<file path="config.mk">
export PLATFORM = sky130hd
export DESIGN_NAME = request_unit
export DESIGN_NICKNAME = d
export VERILOG_FILES = /design/src/rtl/cpu_types_pkg.sv /design/src/rtl/sat_counter.sv /design/src/rtl/request_unit.sv
export SDC_FILE = /design/constraint.sdc
export NUM_CORES = 1
export LEC_CHECK = 0
export CORE_MARGIN = 2
export CORE_UTILIZATION = 40
export CTS_BUF_LIST = sky130_fd_sc_hd__clkbuf_8
export DETAILED_ROUTE_END_ITERATION = 12
export PLACE_DENSITY = 0.63
export RECOVER_POWER = 100
export SLEW_MARGIN = 15
export SYNTH_ARGS = -nofsm -noshare
export SYNTH_HDL_FRONTEND = slang
export SYNTH_SLANG_ARGS = --single-unit
</file>
<file path="constraint.sdc">
create_clock -name CLK -period 5.2 [get_ports CLK]
set_input_delay 0.78 -clock CLK [delete_from_list [all_inputs] [get_ports CLK]]
set_output_delay 0.78 -clock CLK [all_outputs]
set_load 0.02 [all_outputs]
</file>
<file path="src/rtl/cpu_types_pkg.sv">
// Shared types for the request sequencer: FSM state encoding.
package cpu_types_pkg;

   typedef enum logic [1:0] {
      FETCH  = 2'd0,
      DATA   = 2'd1,
      HALTED = 2'd2
   } req_state_t;

endpackage

</file>
<file path="src/rtl/sat_counter.sv">
// Up-counter with synchronous reset/clear that holds at Max instead of wrapping.
module sat_counter #(
   parameter int unsigned    W   = 8,
   parameter logic [W-1:0]   Max = '1
) (
   input  logic         clk_i,
   input  logic         rst_i,
   input  logic         clr_i,
   input  logic         inc_i,
   output logic [W-1:0] cnt_o
);

   logic [W-1:0] cnt_q, cnt_d;

   always_comb begin
      cnt_d = cnt_q;
      if (clr_i) begin
         cnt_d = '0;
      end else if (inc_i && (cnt_q != Max)) begin
         cnt_d = cnt_q + W'(1);
      end
   end

   always_ff @(posedge clk_i) begin
      if (rst_i) begin
         cnt_q <= '0;
      end else begin
         cnt_q <= cnt_d;
      end
   end

   assign cnt_o = cnt_q;

endmodule

</file>
<file path="src/rtl/request_unit.sv">
// Memory request sequencer: fetch / data-access / halt FSM driving the memory enables,
// the PC advance strobe, a stall performance counter and a sticky data timeout flag.
module request_unit
   import cpu_types_pkg::*;
#(
   parameter int unsigned MAX_WAIT = 64,
   parameter int unsigned CNT_W    = 32
) (
   input  logic             CLK,
   input  logic             RST,
   input  logic             ctrl_dREN,
   input  logic             ctrl_dWEN,
   input  logic             ctrl_halt,
   input  logic             ihit,
   input  logic             dhit,
   output logic             imemREN,
   output logic             dmemREN,
   output logic             dmemWEN,
   output logic             pc_en,
   output logic             halt,
   output logic [CNT_W-1:0] stall_cnt,
   output logic             timeout_err
);

   localparam int unsigned WaitW = $clog2(MAX_WAIT + 1);

   req_state_t       state_q, state_d;
   logic             rd_q, rd_d;
   logic             wr_q, wr_d;
   logic             timeout_q, timeout_d;
   logic             pc_en_raw;
   logic             stall_inc;
   logic             wait_inc;
   logic             wait_clr;
   logic [CNT_W-1:0] stall_q;
   logic [WaitW-1:0] wait_q;

   always_comb begin
      state_d   = state_q;
      rd_d      = rd_q;
      wr_d      = wr_q;
      pc_en_raw = 1'b0;
      stall_inc = 1'b0;
      wait_inc  = 1'b0;
      wait_clr  = 1'b0;
      unique case (state_q)
         FETCH: begin
            if (!ihit) begin
               stall_inc = 1'b1;
            end else if (ctrl_dREN || ctrl_dWEN) begin
               // A simultaneous read and write request is served as a write.
               rd_d    = ctrl_dREN & ~ctrl_dWEN;
               wr_d    = ctrl_dWEN;
               state_d = DATA;
            end else if (ctrl_halt) begin
               state_d = HALTED;
            end else begin
               pc_en_raw = 1'b1;
            end
         end
         DATA: begin
            if (dhit) begin
               pc_en_raw = 1'b1;
               wait_clr  = 1'b1;
               state_d   = FETCH;
            end else begin
               stall_inc = 1'b1;
               wait_inc  = 1'b1;
            end
         end
         HALTED: begin
            state_d = HALTED;
         end
         default: begin
            state_d = FETCH;
         end
      endcase
   end

   assign timeout_d = timeout_q | (wait_inc && (wait_q == WaitW'(MAX_WAIT - 1)));

   always_ff @(posedge CLK) begin
      if (RST) begin
         state_q   <= FETCH;
         rd_q      <= 1'b0;
         wr_q      <= 1'b0;
         timeout_q <= 1'b0;
      end else begin
         state_q   <= state_d;
         rd_q      <= rd_d;
         wr_q      <= wr_d;
         timeout_q <= timeout_d;
      end
   end

   sat_counter #(
      .W   (CNT_W),
      .Max ({CNT_W{1'b1}})
   ) u_stall_cnt (
      .clk_i (CLK),
      .rst_i (RST),
      .clr_i (1'b0),
      .inc_i (stall_inc),
      .cnt_o (stall_q)
   );

   sat_counter #(
      .W   (WaitW),
      .Max (WaitW'(MAX_WAIT))
   ) u_wait_cnt (
      .clk_i (CLK),
      .rst_i (RST),
      .clr_i (wait_clr),
      .inc_i (wait_inc),
      .cnt_o (wait_q)
   );

   // Reset is synchronous, so every output is also masked while RST is held.
   assign imemREN     = ~RST & (state_q == FETCH);
   assign dmemREN     = ~RST & (state_q == DATA) & rd_q;
   assign dmemWEN     = ~RST & (state_q == DATA) & wr_q;
   assign pc_en       = ~RST & pc_en_raw;
   assign halt        = ~RST & (state_q == HALTED);
   assign stall_cnt   = RST ? '0 : stall_q;
   assign timeout_err = ~RST & timeout_q;

endmodule
</file>
==> results.cfg <==
[clock_tree]
cts_buffers = 5
post_cts_resized = 0
cts.root.buffer_cell = clkbuf_8
cts_hold_buffers = 0
insertion_delay_ps = 290
postCtsSetupBuffers = 0
clockBufferDepth = 2
cts.sinks = 44
cts.reportedPaths.clkPinSlew_ps = 80
htreeDepth = 2
tritoncts = done

[die]
ioPinCount = 45
initial_core_util = 0.419
dieArea_um2 = 6920
core.rowCount = 28
fp.dieW_um = 83.2
die_h_um = 83.2
coreArea_um2 = 5990

[sta]
hold_viol = 0
timing.fmax_mhz = 255
final.setup.tns_ps = 0
slew_viol_final = 0
grt_setup_unrepaired = no
finalClockSkew_ps = 6.03
finalCritPeriodShare = 0.755
finalSetupViolations = 0
tightest_slew_ps = 1110
slew_headroom = 0.253
period_needed_ps = 3920

[cells_and_area]
fin_nets = 353
diodes = 0
drive_above_1_share = 0.0523
n_fill_cell = 593
area_growth_pct = 19.7
fin_area_um2 = 3000

[run_status]
status = complete, no violations

[route]
ant_nets = 0
wl_um = 5650
wl_met1_um = 2670
vias_per_cell = 5.45
wl_met3_um = 206
drc = 0
met2_length_um = 2750
wl_per_cell_um = 13.5
vias = 2284
drtPass1Iterations = 4
drt_iter0_drc = 73
top_layer_used = met4

[grt]
antenna_found_initial = 0
grtUsageTotal = 0.159
gr-total-overflow = 0
grt_start_max_net_pins = 54
grt_pass1_wl_um = 9310
grt_pass1_vias = 2041

[critical_path]
slowest_delay_ps = 950
rr_worst_depth = 5
rrSetupSlack_ps = 1870
crit_chain = dlygate4sd3_1 -> mux2_1 -> nor4b_1 -> o211ai_1 -> nor4_1 -> mux2_1
cp_slowest_cell = nor4b_1
required_ps = 5390
crit_top_cell = mux2_1
crit_path_max_fanout = 9
crit_path_start_kind = input pin
crit_type = input pin to flop
crit_path_end_kind = flop
arrival_ps = 4110

[placement]
post-dp-hpwl_um = 4070
dpl-instance-area_um2 = 2980
gp_congestion = 0.777
placement.io_buffers = 44

[job]
max-cap-violations = 0

[synth]
ys_ff_latch = 44
seq_area_frac_synth = 0.351
netlist_area_um2 = 2510
synth_cells = 303
avgSynthCellArea_um2 = 8.28
yosysWarnings = 0
synth_edf_count = 0
yosysUniqueCellTypes = 49
synth_flop_cell = dfxtp_1
synth_nets = 313
postSynth.asyncResetShare = 0

[power]
leakagePower_nw = 1.19
max-vdd-ir-drop_v = 0.000138
power_mw = 0.609
p_per_area_nw_per_um2 = 203

[worst_hold_path]
hp-class = flop to flop
whs_path_depth = 2
-- state kept, by name, summed over array words and instances, names as in the netlist --
name,flops
rd_q,1
state_q,2
timeout_q,1
u_stall_cnt.cnt_o,32
u_wait_cnt.cnt_o,7
wr_q,1
-- placed cells by master, fill, tap and decap left out, drive strengths merged, types with 10 or more instances in the layout --
master / count
nor2b: 32
mux2: 12
dlygate4sd3: 39
o21ai: 15
nor2: 35
dfxtp: 44
a21oi: 11
nor3: 10
nand4: 13
nand2: 22
nand3: 16
-- report_power, final --
| group | leakage (nW) | internal, mW | total, mW | switching (mW) |
|---|---|---|---|---|
| clock | 0.0510 | 0.106 | 0.221 | 0.115 |
| combinational | 0.786 | 0.0161 | 0.0414 | 0.0253 |
| sequential | 0.355 | 0.341 | 0.346 | 0.00541 |
-- stage by stage --
step | hold slack [ps] | instances | utilization | setup slack [ps]
6_report | 499 | 419 | 0.501 | 1280
5_1_grt | 541 | 419 | 0.501 | 1050
4_1_cts | 500 | 419 | 0.514 | 1950
3_5_place_dp | 479 | 411 | 0.498 | 1940
3_3_place_gp | 469 | 411 | 0.498 | 1980
2_1_floorplan | 446 | 303 | - | 2570
-- final cells by class --
type,instances,area (µm²),share of cell area
Multi-Input combinational cell,241,1470,0.491
Sequential cell,44,881,0.293
Timing Repair Buffer,45,439,0.146
Tap cell,75,93.8,0.0313
Clock buffer,6,82.6,0.0275
Inverter,6,22.5,0.00750
Clock inverter,2,10.0,0.00333
-- cell usage after synthesis (3+ instances only) --
master,number,area [µm²]
xor2_1,9,78.8
and3_1,7,43.8
nor3_1,9,45.0
o21ai_0,15,75.1
dfxtp_1,44,881
and4_1,4,35.0
mux2_1,7,78.8
nor4_1,7,43.8
nor2b_1,32,200
nand2_1,22,82.6
or3_1,9,56.3
nand3_1,16,80.1
inv_1,6,22.5
nand4_1,12,75.1
clkbuf_1,8,30.0
a21oi_1,11,55.1
nor2_1,35,131
or4_1,9,67.6
ha_1,3,37.5
mux2_2,4,45.0
-- kinds of logic (layout without fill, tap and decap cells) --
kind of cell,count (synthesis),in the layout,share of synthesized area
multiplexers,13,13,0.0594
buffers and inverters,18,59,0.0334
adder cells (fa/ha/maj),3,3,0.0150
XOR/XNOR,11,11,0.0384
AND/OR/NAND/NOR,177,177,0.406
AO/OA/AOI/OAI,37,37,0.0968
flip-flops,44,44,0.351
-- worst max-delay path, delay by kind of cell --
| kind | cells | cell delay, ps |
|---|---|---|
| AO/OA/AOI/OAI | 1 | 520 |
| buffers and inverters | 1 | 610 |
| multiplexers | 2 | 730 |
| AND/OR/NAND/NOR | 2 | 1470 |
-- path summary, 6_finish.rpt --
| kind | startpoint | end |
|---|---|---|
| hold reg to reg | rd_q$_SDFFE_PP0P_ | rd_q$_SDFFE_PP0P_ |
| hold / removal | rd_q$_SDFFE_PP0P_ | rd_q$_SDFFE_PP0P_ |
| setup / recovery | dhit | u_stall_cnt.cnt_o[19]$_SDFFE_PP0P_ |
| setup reg to reg | state_q[0]$_SDFFE_PP0P_ | u_stall_cnt.cnt_o[19]$_SDFFE_PP0P_ |
-- layer usage --
layer / track usage / up-vias
li1: - / 1170
met1: 0.210 / 1071
met2: 0.269 / 41
met3: 0.0328 / 2
met4: 0.0358 / 0
met5: 0 / -
Power figures use the tool's default switching activity.
